## src/rtl/gpio_seq_pkg.sv

```systemverilog
// Shared constants and types for the GPIO command sequencer.
package gpio_seq_pkg;

  localparam logic [1:0] OP_WR_OPT = 2'd0;
  localparam logic [1:0] OP_WR_OEC = 2'd1;
  localparam logic [1:0] OP_DELAY  = 2'd2;
  localparam logic [1:0] OP_POLL   = 2'd3;

  localparam logic [7:0] SEQ_CTRL = 8'h00;
  localparam logic [7:0] SEQ_STAT = 8'h04;
  localparam logic [7:0] SEQ_ARG  = 8'h08;
  localparam logic [7:0] SEQ_MASK = 8'h0C;
  localparam logic [7:0] SEQ_CMD  = 8'h10;

  localparam logic [7:0] GPIO_DIN = 8'h00;
  localparam logic [7:0] GPIO_OPT = 8'h04;
  localparam logic [7:0] GPIO_OEC = 8'h08;

  typedef enum logic [2:0] {
    ST_IDLE,
    ST_FETCH,
    ST_WRITE,
    ST_DELAY,
    ST_POLL_RD,
    ST_POLL_CHK
  } state_t;

  typedef struct packed {
    logic [1:0]  op;
    logic [15:0] cnt;
    logic [31:0] arg;
  } cmd_t;

  localparam int unsigned CMD_W = $bits(cmd_t);

endpackage

```

## src/rtl/gpio_seq_fifo.sv

```systemverilog
// Show-ahead synchronous FIFO holding queued sequencer commands.
module gpio_seq_fifo #(
  parameter int unsigned WIDTH = 50,
  parameter int unsigned DEPTH = 8
) (
  input  logic                     clk,
  input  logic                     rst,
  input  logic                     flush,
  input  logic                     push,
  input  logic [WIDTH-1:0]         din,
  input  logic                     pop,
  output logic [WIDTH-1:0]         dout_c,
  output logic                     full_c,
  output logic                     empty_c,
  output logic [$clog2(DEPTH):0]   count
);

  localparam int unsigned AW = $clog2(DEPTH);
  localparam int unsigned CW = AW + 1;

  logic [WIDTH-1:0] mem [DEPTH];
  logic [AW-1:0]    wptr;
  logic [AW-1:0]    rptr;
  logic             do_push_c;
  logic             do_pop_c;

  assign full_c    = (count == CW'(DEPTH));
  assign empty_c   = (count == '0);
  assign do_push_c = push & ~full_c;
  assign do_pop_c  = pop & ~empty_c;
  assign dout_c    = mem[rptr];

  always_ff @(posedge clk) begin
    if (rst || flush) begin
      wptr  <= '0;
      rptr  <= '0;
      count <= '0;
    end else begin
      if (do_push_c) wptr <= wptr + AW'(1);
      if (do_pop_c)  rptr <= rptr + AW'(1);
      count <= count + CW'(do_push_c) - CW'(do_pop_c);
    end
  end

  always_ff @(posedge clk) begin
    if (do_push_c) mem[wptr] <= din;
  end

endmodule

```

## src/rtl/gpio_seq.sv

```systemverilog
// Command-driven sequencer mastering the GPIO register port for bit-bang waveforms.
module gpio_seq
  import gpio_seq_pkg::*;
#(
  parameter int unsigned DEPTH = 8,
  parameter int unsigned CNT_W = 16
) (
  input  logic        clk,
  input  logic        rst,
  input  logic [7:0]  waddr_i,
  input  logic [31:0] data_i,
  input  logic [3:0]  sel_i,
  input  logic        we_i,
  input  logic [7:0]  raddr_i,
  input  logic        rd_i,
  output logic [31:0] data_o,
  output logic [7:0]  gpio_waddr_o,
  output logic [31:0] gpio_data_o,
  output logic [3:0]  gpio_sel_o,
  output logic        gpio_we_o,
  output logic [7:0]  gpio_raddr_o,
  output logic        gpio_rd_o,
  input  logic [31:0] gpio_data_i,
  output logic        irq_o
);

  localparam int unsigned CW = $clog2(DEPTH) + 1;

  state_t           state, state_n;
  logic [CNT_W-1:0] ctr, ctr_n;
  logic             tmo_en, tmo_en_n;
  logic [31:0]      poll_arg, poll_arg_n;

  logic [31:0] arg_reg, mask_reg;
  logic        ie_done, ie_err, done, timeout, overflow;

  logic ctrl_wr_c, stat_wr_c, start_c, abort_c, push_c;
  logic pop_c, flush_c, done_set_c, tmo_set_c;
  logic full_c, empty_c;
  logic [CW-1:0] fifo_count;
  logic [CMD_W-1:0] head_raw_c;
  cmd_t head_c, push_cmd_c;
  logic [31:0] rdata_c;
  logic unused_sel_c;

  assign unused_sel_c = ^sel_i;

  assign ctrl_wr_c = we_i && (waddr_i == SEQ_CTRL);
  assign stat_wr_c = we_i && (waddr_i == SEQ_STAT);
  assign start_c   = ctrl_wr_c & data_i[0];
  assign abort_c   = ctrl_wr_c & data_i[1];
  assign push_c    = we_i && (waddr_i == SEQ_CMD) && !abort_c;
  assign head_c    = cmd_t'(head_raw_c);

  always_comb begin
    push_cmd_c     = '0;
    push_cmd_c.op  = data_i[17:16];
    push_cmd_c.cnt = data_i[15:0];
    push_cmd_c.arg = arg_reg;
  end

  gpio_seq_fifo #(
    .WIDTH (CMD_W),
    .DEPTH (DEPTH)
  ) u_fifo (
    .clk     (clk),
    .rst     (rst),
    .flush   (flush_c),
    .push    (push_c),
    .din     (push_cmd_c),
    .pop     (pop_c),
    .dout_c  (head_raw_c),
    .full_c  (full_c),
    .empty_c (empty_c),
    .count   (fifo_count)
  );

  always_ff @(posedge clk) begin
    if (rst) begin
      state    <= ST_IDLE;
      ctr      <= '0;
      tmo_en   <= 1'b0;
      poll_arg <= '0;
    end else begin
      state    <= state_n;
      ctr      <= ctr_n;
      tmo_en   <= tmo_en_n;
      poll_arg <= poll_arg_n;
    end
  end

  // A DELAY of cnt spans cnt cycles from its own fetch to the next fetch.
  always_comb begin
    state_n    = state;
    ctr_n      = ctr;
    tmo_en_n   = tmo_en;
    poll_arg_n = poll_arg;
    pop_c      = 1'b0;
    flush_c    = 1'b0;
    done_set_c = 1'b0;
    tmo_set_c  = 1'b0;
    if (abort_c) begin
      flush_c = 1'b1;
      state_n = ST_IDLE;
    end else begin
      case (state)
        ST_IDLE: begin
          if (start_c) begin
            if (empty_c) done_set_c = 1'b1;
            else         state_n    = ST_FETCH;
          end
        end
        ST_FETCH: begin
          if (empty_c) begin
            done_set_c = 1'b1;
            state_n    = ST_IDLE;
          end else begin
            pop_c      = 1'b1;
            ctr_n      = CNT_W'(head_c.cnt);
            tmo_en_n   = (head_c.cnt != 16'd0);
            poll_arg_n = head_c.arg;
            case (head_c.op)
              OP_WR_OPT, OP_WR_OEC: state_n = ST_WRITE;
              OP_DELAY: begin
                ctr_n   = CNT_W'(head_c.cnt) - CNT_W'(1);
                state_n = (head_c.cnt > 16'd1) ? ST_DELAY : ST_FETCH;
              end
              default: state_n = ST_POLL_RD;
            endcase
          end
        end
        ST_WRITE: state_n = ST_FETCH;
        ST_DELAY: begin
          if (ctr == CNT_W'(1)) state_n = ST_FETCH;
          else                  ctr_n   = ctr - CNT_W'(1);
        end
        ST_POLL_RD: state_n = ST_POLL_CHK;
        ST_POLL_CHK: begin
          if (((gpio_data_i ^ poll_arg) & mask_reg) == 32'h0) begin
            state_n = ST_FETCH;
          end else if (tmo_en && (ctr == CNT_W'(1))) begin
            tmo_set_c = 1'b1;
            flush_c   = 1'b1;
            state_n   = ST_IDLE;
          end else begin
            ctr_n   = ctr - CNT_W'(1);
            state_n = ST_POLL_RD;
          end
        end
        default: state_n = ST_IDLE;
      endcase
    end
  end

  // Slave-side registers; set events win over W1C clears.
  always_ff @(posedge clk) begin
    if (rst) begin
      arg_reg  <= '0;
      mask_reg <= '0;
      ie_done  <= 1'b0;
      ie_err   <= 1'b0;
      done     <= 1'b0;
      timeout  <= 1'b0;
      overflow <= 1'b0;
    end else begin
      if (we_i && (waddr_i == SEQ_ARG))  arg_reg  <= data_i;
      if (we_i && (waddr_i == SEQ_MASK)) mask_reg <= data_i;
      if (ctrl_wr_c) begin
        ie_done <= data_i[4];
        ie_err  <= data_i[5];
      end
      done     <= done_set_c | (done & ~(stat_wr_c & data_i[1]));
      timeout  <= tmo_set_c | (timeout & ~(stat_wr_c & data_i[2]));
      overflow <= (push_c & full_c) | (overflow & ~(stat_wr_c & data_i[3]));
    end
  end

  always_comb begin
    rdata_c = 32'h0;
    case (raddr_i)
      SEQ_CTRL: rdata_c = {26'h0, ie_err, ie_done, 4'h0};
      SEQ_STAT: rdata_c = {16'h0, 8'(fifo_count), 4'h0, overflow, timeout, done,
                           (state != ST_IDLE)};
      SEQ_ARG:  rdata_c = arg_reg;
      SEQ_MASK: rdata_c = mask_reg;
      default:  rdata_c = 32'h0;
    endcase
  end

  // Strobes follow the next state so they line up with WRITE/POLL_RD.
  always_ff @(posedge clk) begin
    if (rst) begin
      data_o       <= '0;
      gpio_waddr_o <= '0;
      gpio_data_o  <= '0;
      gpio_sel_o   <= 4'hf;
      gpio_we_o    <= 1'b0;
      gpio_raddr_o <= '0;
      gpio_rd_o    <= 1'b0;
      irq_o        <= 1'b0;
    end else begin
      if (rd_i) data_o <= rdata_c;
      gpio_sel_o   <= 4'hf;
      gpio_raddr_o <= GPIO_DIN;
      gpio_we_o    <= (state_n == ST_WRITE);
      gpio_rd_o    <= (state_n == ST_POLL_RD);
      if (state_n == ST_WRITE) begin
        gpio_waddr_o <= (head_c.op == OP_WR_OPT) ? GPIO_OPT : GPIO_OEC;
        gpio_data_o  <= head_c.arg;
      end
      irq_o <= (done & ie_done) | ((timeout | overflow) & ie_err);
    end
  end

endmodule
```

## config.mk

```make
export PLATFORM = sky130hd
export DESIGN_NAME = gpio_seq
export DESIGN_NICKNAME = d
export VERILOG_FILES = /design/src/rtl/gpio_seq_pkg.sv /design/src/rtl/gpio_seq_fifo.sv /design/src/rtl/gpio_seq.sv
export SDC_FILE = /design/constraint.sdc
export NUM_CORES = 1
export LEC_CHECK = 0
export ABC_CLOCK_PERIOD_IN_PS = 17400
export CORE_ASPECT_RATIO = 2
export CORE_UTILIZATION = 55
export CTS_CLUSTER_DIAMETER = 30
export DETAILED_ROUTE_END_ITERATION = 8
export PLACE_DENSITY = 0.75
export SLEW_MARGIN = 5
export SYNTH_ARGS = -nofsm -noshare
export SYNTH_HDL_FRONTEND = slang
export SYNTH_SLANG_ARGS = --single-unit
```

## constraint.sdc

```tcl
create_clock -name clk -period 17.4 [get_ports clk]
set_input_delay 4.35 -clock clk [delete_from_list [all_inputs] [get_ports clk]]
set_output_delay 4.35 -clock clk [all_outputs]
set_load 0.05 [all_outputs]
```

Word-level counts from Yosys, hierarchy flattened
Memories as Yosys holds them, arrays and structs flattened. A register that Yosys moved wholly into a read port is not among the register bits. Index checks and enable logic that the tools add are counted.

Register bits after elaboration: 206. Bits in writable memories: 400. Input port bits: 88. Logic and storage cells: 131. Memories: 1.

$add $sub $neg: 6. $lt $le $gt $ge: 1. Eq/ne operators: 22. Multiplexer cells: 34. Bitwise logic cells: 26. Reduce and logical (&&, ||, !) cells: 21.

Memories: u_fifo.mem (words 8, bits a word 50, read ports 1, clocked after Yosys merged registers in 1, wr ports 1, RTL line gpio_seq_fifo.sv:21) `logic [WIDTH-1:0] mem [DEPTH];`.

Operators with widths (number): $pmux 32 s4 (1); $mux 16 (5); $pmux 16 s3 (1); $and 32x32->32 (1); $eq 8x4->1 const B (4); $logic_not 32->1 (1); $sub 16x1->16 const B (2); $xor 32x32->32 (1); $mux 3 (9); $pmux 3 s6 (1); $eq 16x1->1 const B (1); $eq 8x3->1 const B (2); $gt 16x1->1 const B (1); $logic_not 8->1 (2); $reduce_bool 16->1 (1); $and 1x1->1 (13); $mux 1 (13); $eq 3x2->1 const B (3); $eq 3x3->1 const B (3); $eq 8x5->1 const B (1); $ne 2x2->1 const B (4); $logic_and 1x1->1 (7); $add 3x1->3 const B (2); $not 1->1 (6); other kinds (20) (25).

Longest topological paths before layout
Gate-level depths: netlist (run 1).

Depth in word-level cells: 8. Gate-level depth with buffers: 15. Mapped depth without buffers: 13.

Cells and area by module
Synthesis (run 1) repeated with hierarchy kept, for this count alone.

Cells, all modules: 1779. Area total of the unflattened synthesis: 25102.8 um2.

By module, submodules not included: gpio_seq_fifo (instances 1, cells an instance 659, area each 16105.4 um2, seq. area each 12271.8 um2); gpio_seq (instances 1, cells an instance 1120, area each 8997.4 um2, seq. area each 3803.6 um2).

Worst setup path after synthesis (run 1)
OpenSTA, ideal clock, no wires.

Kind: input to register. From: in waddr_i[5]. To: mem u_fifo.mem[0][0] (enable). Data arrival time: 8.958 ns. Data required time: 16.881 ns. Path slack: 7.922 ns. Stages: 4. Path through: nor4b_1 nand3_1 or3_1 nor3_1.

Longest elaborated chain between the ends: 8.

Ends and longest elaborated chain: from (decl) (RTL line gpio_seq.sv:10) `input logic [7:0] waddr_i,`; $logic_not 8->1 (RTL line gpio_seq.sv:48) `assign ctrl_wr_c = we_i && (waddr_i == SEQ_CTRL);`; $logic_and 1x1->1 (RTL line gpio_seq.sv:48); $and 1x1->1 (RTL line gpio_seq.sv:51) `assign abort_c = ctrl_wr_c & data_i[1];`; $logic_not 1->1 (RTL line gpio_seq.sv:52) `assign push_c = we_i && (waddr_i == SEQ_CMD) && !abort_c;`; $logic_and 1x1->1 (*) (RTL line gpio_seq.sv:52); $and 1x1->1 (*) (RTL line gpio_seq_fifo.sv:29) `assign do_push_c = push & ~full_c;`; $mux 1 (*) (RTL line gpio_seq_fifo.sv:46) `if (do_push_c) mem[wptr] <= din;`; $mux 1 (not written as such) (*) (RTL line gpio_seq_fifo.sv:46); to (decl) (RTL line gpio_seq_fifo.sv:21).

Mark *: on every way between the ends. The rest lies on a longest branch, timed or not.

Final worst setup path (run 1)
From: in waddr_i[5]. To: mem u_fifo.mem[1][39] (enable).

Longest elaborated chain between the ends: 8.

Ends and longest elaborated chain: $logic_not 8->1 (RTL line gpio_seq.sv:48); $logic_and 1x1->1 (RTL line gpio_seq.sv:48); $and 1x1->1 (RTL line gpio_seq.sv:51); $logic_not 1->1 (RTL line gpio_seq.sv:52); $logic_and 1x1->1 (*) (RTL line gpio_seq.sv:52); $and 1x1->1 (*) (RTL line gpio_seq_fifo.sv:29); via u_fifo.do_push_c (RTL line gpio_seq_fifo.sv:24) `logic do_push_c;`; $mux 1 (*) (RTL line gpio_seq_fifo.sv:46); $mux 1 (not written as such) (*) (RTL line gpio_seq_fifo.sv:46).

Mark *: on every way through the listed nets, which the timed path passes. The rest lies on a longest branch.

==> results of run 1 <==
final cells by class:
type                            instances  area [µm²]
Sequential cell                       603       16100
Tap cell                              555         694
Clock inverter                         43         559
Inverter                               21        78.8
Clock buffer                           81        1790
Fill cell                            3137       15300
Multi-Input combinational cell        984        8010
Timing Repair Buffer                  178        1710
through the flow:
stage	util [%]	worst slack, ns
detailed placement	60.1	9.22
CTS	65.5	9.77
floorplan	-	7.92
global route	65.5	9.59
finish	65.5	9.80
global placement	60.1	9.26
kinds of logic after synthesis:
family          count (synthesis)  share of synthesized area (%)
xor+xnor                       51                           1.81
mux                           187                           13.0
buf+inv                       145                           3.04
compound gates                309                           8.47
other cells                     2                         0.0304
fa+ha+maj                      14                          0.740
flops                         603                           65.1
simple gates                  405                           7.85
synth_stat cells (11+ instances only):
library cell,n
a211oi_1,36
a211oi_2,30
a21oi_1,118
a22oi_1,19
a31oi_1,38
buf_1,11
buf_4,21
clkbuf_1,72
dfxtp_1,203
edfxtp_1,400
ha_1,13
inv_1,21
mux2_2,27
mux2i_1,56
mux4_2,91
nand2_1,166
nand4_1,11
nor2_1,108
nor2b_1,36
nor3_1,17
o21ai_0,33
xnor2_1,12
xor2_1,39
tightest hold or removal path, stage by stage, from the launching register on:
cell,delay [ns]
dfxtp_1,0.31
nand2_1,0.05
a21oi_1,0.06
routing by layer:
metal | share of wire, % | vias to the layer above
met4 | 5.2 | 0
met2 | 53 | 700
met5 | 0 | -
met3 | 6.4 | 161
li1 | - | 6772
met1 | 35 | 7782
path summary, 6_finish.rpt:
path / startpoint / end / slack [ns] / cells after the start
max: waddr_i[5] / u_fifo.mem[1][39]$_DFFE_PP_ / 9.80 / 7
min: u_fifo.rptr[1]$_SDFFE_PP0P_ / flop / 0.47 / 2
max reg2reg: flop / gpio_data_o[8]$_SDFFE_PP0N_ / 12.21 / 9
min reg2reg: u_fifo.rptr[1]$_SDFFE_PP0P_ / flop / 0.47 / 2
power by group through the flow:
stage	combinational, µW	clock [µW]	sequential (µW)
detailed placement	60.1	0	1550
floorplan	27.6	0	1550
global route	63.4	1540	1510
CTS	60.3	1490	1510
global placement	59.1	0	1550
finish	61.0	1480	1510
==> results.md, run 1 <==
* CTS tree: yes
* Violation count after the first detailed-route iteration at 1,183
* Fmax achieved at 132 MHz
* Cell area after layout at 28,900 µm²
* Top area cells in the synthesized netlist: edfxtp_1 49%, dfxtp_1 16%, mux4_2 8.3%
* Predominant post-synthesis flop cell: edfxtp_1
* Post_cts resized at 0
* Worst hold slack at 0.469 ns
* Number of vias per cell after detailed routing at 6.25
* Post-layout total power at 3050 µW
* Post-synthesis average cell area at 14.4 µm²
* Cell Count, Final, Fillers Out at 2,465
* Worst supply voltage drop on vdd at about 0.000065 V
* Post-cts hold buffer count at 0
* Initial core utilization at 55.9%
* Mapped Cells at 1,716
* Horizontal extent of the die at ~150 µm
* Met2 demand-to-capacity share in global routing at between 50% and 60%
* Die height at 302 µm
* Die footprint at 45,800 µm²
* Leading cell type in the layout, fill and taps excluded: edfxtp_1
* Number of detailed-routing iterations run before antenna repair at 5
* Result of the run: completed
* Wire length of the first global-routing pass at 96,300 µm
* Pin count of the biggest net entering global routing at 83
* Gate family responsible for the most delay along the worst path: simple AND/OR/NAND/NOR gates
* Final total negative setup slack at 0 ns
* CP max stage delay at 0.78 ns
* Cell area after technology mapping at 24,700 µm²
* Worst clock skew at 0.0286 ns
* WL per Instance at around 26 µm
* Ratio of cells with drive above 1 in the final layout at 17.0%
* Total half-perimeter wirelength after legalization and detailed placement at about 40,000 µm
* Worst setup path category: input pin to flop
* Boundary Pins at around 180
* Slew Limit Headroom at between 10% and 20%
* Met1 track demand over resource in global routing at 32.2%
* Vias at about 15,000
* Count of nets after finishing at 1,957
* Most utilized layer in the global route result: met2
* Share of total power in combinational logic at under 10%
* CP Launch Type: input pin
* Total Wirelength at 64,700 µm
* Post-CTS setup-driven buffer insertion count at 0
* Post-synthesis register bit count at approximately 600
* Final antenna diode count at 0
* Clock latency of the later-clocked register in the worst-skew pair at around 0.59 ns
* Row count at 109
* Maximum number of buffers from clock root to sink at 3
* Initial antenna violation count at 0
* Data required time of the critical path at 17.59 ns
* Post-route DRC at 0
* Worst-path clk slew at 0.06 ns
* Final estimated routing congestion in global placement at 0.813
* Clk network pwr share at 48.4%
* Number of distinct library cell variants in the gate-level netlist after synthesis at 78
* Internal power component at about 2400 µW
* Transition time of the tightest slew-check pin at between 1 and 1.5 ns
* Count of placed standard cells including taps at 2,341
* GR met3 Demand/Resource at slightly above 4%
* Min Tclk post-route at 7.60 ns
* Cell with the largest stage delay on the worst path: buf_4
* Largest register FFs at 400
* Setup repair after global routing missed its margin: false
* Count of input and output buffers at 152
* Number of buffers created by CTS at between 60 and 70
* ANT nets after route at 0
* Cell area reported after detailed placement at 26,600 µm²
* Leakage Power at 0.00945 µW
* Final number of hold-violating endpoints at 0
* Sw frac at 20.9%
* Critical Path Fanout Max at 44
* Total of endpoints with negative setup slack in the final report at 0
* Critical Path, Cell by Cell: clkdlybuf4s50_1 > nor4b_1 > nand3_1 > nor2_1 > nand2_1 > nor3_2 > buf_4
* Largest register by flop count: u_fifo.mem
* Power per standard cell area at 105 nW/µm²
* Portion of the post-synthesis area used by sequential elements at 65.1%
* Num Clock Sinks at 603
* Clk root buf: clkbuf_16
* Slew Viols, Final at 0
* Signal arrival time at the worst endpoint at ~8 ns
* Area delta synth->final at 17.1%
* Proportion of power drawn by flip-flops and latches at between 40 and 50%
* Post-synth EDFFs at 400
* Share of synthesized flip-flops with an asynchronous set or reset at 0%
* Leading cell types in the layout, fill and taps excluded: 400 x edfxtp_1, 200 x dfxtp_1, 166 x nand2_1, 150 x clkdlybuf4s50_1, 118 x a21oi_1
* Endpoint kind of the worst setup timing path: flop
* Max-Cap Viols at 0
* Post-synthesis cell type with the largest combined area: edfxtp_1
* Total overflow reported by the global router at 0
* Sw Pwr at about 640 µW
* Via count of the first global-routing pass at between 15,000 and 20,000
* CP bufs+invs at 2
* CTS H-tree lvls at 3
* Final cycle utilization of the critical path at a little over two fifths
* GRT Overall Usage at between 20 and 30%
* Yosys synthesis warning count at 0
* Core ar. at 44,200 µm²
* Area fraction of the dominant cell type after synthesis at 48.6%
* Worst Hold Class: flop to flop
(Power assumes the default switching activity.)
==> inputs of run 2 (changes only) <==
--- a/config.mk
+++ b/config.mk
@@ -5,7 +5,7 @@
 export SDC_FILE = /design/constraint.sdc
 export NUM_CORES = 1
 export LEC_CHECK = 0
-export ABC_CLOCK_PERIOD_IN_PS = 17400
+export ABC_CLOCK_PERIOD_IN_PS = 7000
 export CORE_ASPECT_RATIO = 2
 export CORE_UTILIZATION = 55
 export CTS_CLUSTER_DIAMETER = 30
==> constraint.sdc (replaced) <==
create_clock -name clk -period 7 [get_ports clk]
set_input_delay 1.75 -clock clk [delete_from_list [all_inputs] [get_ports clk]]
set_output_delay 1.75 -clock clk [all_outputs]
set_load 0.05 [all_outputs]
==> results.md, run 2 (synthesis gave the netlist of run 1 again) <==
* Final estimated routing congestion in global placement at 0.835 (+2.8%)
* Pin count of the biggest net entering global routing at 82 (-1.2%)
* Worst clock skew at 0.0143 ns (-0.0143 ns)
* Via count of the first global-routing pass at 15,700 (-1.3%)
* Slew Viols, Final at 0 (unchanged)
* Final number of hold-violating endpoints at 0 (unchanged)
* Row count at 109 (unchanged)
* Final total negative setup slack at 0 ns (unchanged)
* Post-CTS setup-driven buffer insertion count at 0 (unchanged)
* Critical Path Fanout Max at 20 (-55%)
* Count of nets after finishing at 1,953 (-0.20%)
* Proportion of power drawn by flip-flops and latches at 52.1% (+2.5 points)
* Cell Count, Final, Fillers Out at 2,456 (-0.37%)
* Data required time of the critical path at 7.51 ns (-10.08 ns)
* Vias at 15,400 (+0.21%)
* Post_cts resized at 0 (unchanged)
* Total overflow reported by the global router at 0 (unchanged)
* Num Clock Sinks at 603 (unchanged)
* CTS H-tree lvls at 2 (-1)
* Internal power component at 5680 µW (+140%)
* Ratio of cells with drive above 1 in the final layout at 16.6% (-0.39 points)
* Number of vias per cell after detailed routing at 6.29 (+0.58%)
* Result of the run: completed
* Area delta synth->final at 16.3%
* Total half-perimeter wirelength after legalization and detailed placement at 41,200 µm (+2.9%)
* Leading cell type in the layout, fill and taps excluded: edfxtp_1
* Initial antenna violation count at 0 (unchanged)
* Worst supply voltage drop on vdd at 0.000199 V (+210%)
* CTS tree: yes
* Setup repair after global routing missed its margin: false
* CP Launch Type: input pin
* Clk network pwr share at 45.8% (-2.6 points)
* WL per Instance at 26.3 µm (+0.16%)
* Sw frac at 21.3% (+0.42 points)
* Max-Cap Viols at 0 (unchanged)
* Signal arrival time at the worst endpoint at 5.22 ns (-2.58 ns)
* Clock latency of the later-clocked register in the worst-skew pair at 0.60 ns (about the same)
* Total of endpoints with negative setup slack in the final report at 0 (unchanged)
* Transition time of the tightest slew-check pin at 1.37 ns (+0.0666 ns)
* Slew Limit Headroom at 8.53% (-4.0 points)
* Post-route DRC at 0 (unchanged)
* ANT nets after route at 0 (unchanged)
* Horizontal extent of the die at 152 µm (unchanged)
* Worst setup path category: input pin to flop
* GRT Overall Usage at 28.2% (-0.32 points)
* Die height at 302 µm (unchanged)
* Boundary Pins at 175 (unchanged)
* Leakage Power at 0.00934 µW (-1.1%)
* Clk root buf: clkbuf_16
* Worst-path clk slew at 0.07 ns (about the same)
* Post-Place Worst Slack at 1.69 ns (-7.52 ns)
* Number of buffers created by CTS at 60 (-10%)
* Total Wirelength at 64,500 µm (-0.21%)
* Violation count after the first detailed-route iteration at 1,289 (+9.0%)
* Leading cell types in the layout, fill and taps excluded: 400 x edfxtp_1, 200 x dfxtp_1, 166 x nand2_1, 150 x clkdlybuf4s50_1, 118 x a21oi_1
* Worst Setup Slack, final at 2.30 ns (-7.50 ns)
* Final cycle utilization of the critical path at 67.2%
* Endpoint kind of the worst setup timing path: flop
* Final core utilization at 65.0% (-0.46 points)
* Min Tclk post-route at 4.70 ns
* Share of total power in combinational logic at 2.1% (about the same)
* Post-cts hold buffer count at 0 (unchanged)
* Maximum number of buffers from clock root to sink at 3 (unchanged)
* Worst Hold Class: flop to flop
* Number of detailed-routing iterations run before antenna repair at 6 (+1)
* Wire length of the first global-routing pass at 95,300 µm (-0.95%)
* Core ar. at 44,200 µm² (unchanged)
* Sw Pwr at 1540 µW (+140%)
* Largest register by flop count: u_fifo.mem
* Fmax achieved at 213 MHz
* Largest register FFs at 400 (unchanged)
* Initial core utilization at 55.9% (unchanged)
* Final antenna diode count at 0 (unchanged)
* Die footprint at 45,800 µm² (unchanged)
* Count of placed standard cells including taps at 2,344 (+0.13%)
* Count of input and output buffers at 152 (unchanged)
* Power per standard cell area at 252 nW/µm² (+140%)
-- run 2: metrics by stage --
stage | hold WS (ns) | total power, µW | instance area (µm²)
after CTS | 0.470 | 7250 | 28700
after detailed placement | 0.460 | 3990 | 26600
after global routing | 0.505 | 7370 | 28700
after global placement | 0.450 | 3990 | 26600
after floorplan | 0.445 | 3910 | 24800
final | 0.473 | 7230 | 28700
-- run 2: final cells by class --
type / instances / area (µm²)
well taps: 555 / 694
clock inverters: 38 / 408
repair buffers: 181 / 1770
multi-input cells: 984 / 8010
inverters: 21 / 78.8
fillers: 3160 / 15500
clock buffers: 74 / 1680
flip-flops and latches: 603 / 16100
-- run 2: final timing paths --
| kind | slack, ns | depth (start not counted) | to | from |
|---|---|---|---|---|
| hold / removal | 0.47 | 2 | flop | u_fifo.rptr[1]$_SDFFE_PP0P_ |
| setup reg to reg | 2.67 | 11 | gpio_data_o[25]$_SDFFE_PP0N_ | flop |
| setup / recovery | 2.30 | 9 | gpio_data_o[4]$_SDFFE_PP0N_ | waddr_i[5] |
| hold reg to reg | 0.47 | 2 | flop | u_fifo.rptr[1]$_SDFFE_PP0P_ |
-- run 2: layer usage --
| metal | routed length (µm) | part of all wire [%] | GRT usage [%] | vias to the layer above |
|---|---|---|---|---|
| li1 | - | - | - | 6754 |
| met1 | 21900 | 34 | 31.2 | 7752 |
| met2 | 34200 | 53 | 51.3 | 747 |
| met3 | 4450 | 6.9 | 3.92 | 195 |
| met4 | 3930 | 6.1 | 17.1 | 0 |
| met5 | 0 | 0 | 0 | - |
-- run 2: power groups by stage --
| stage | sequential (µW) | clock, µW | combinational, µW |
|---|---|---|---|
| 6_report | 3760 | 3310 | 151 |
| 5_1_grt | 3760 | 3460 | 157 |
| 4_1_cts | 3760 | 3340 | 149 |
| 3_5_place_dp | 3840 | 0 | 149 |
| 3_3_place_gp | 3840 | 0 | 147 |
| 2_1_floorplan | 3840 | 0 | 68.5 |
-- run 2: worst max-delay path: stages --
cell and delay, ns:
clkdlybuf4s50_1 0.39, nor4b_1 0.64, nand4_1 0.36, nand2_1 0.35, o22ai_2 0.19, nor3_4 0.64, buf_4 0.43, a31oi_1 0.16
a211oi_2 0.27
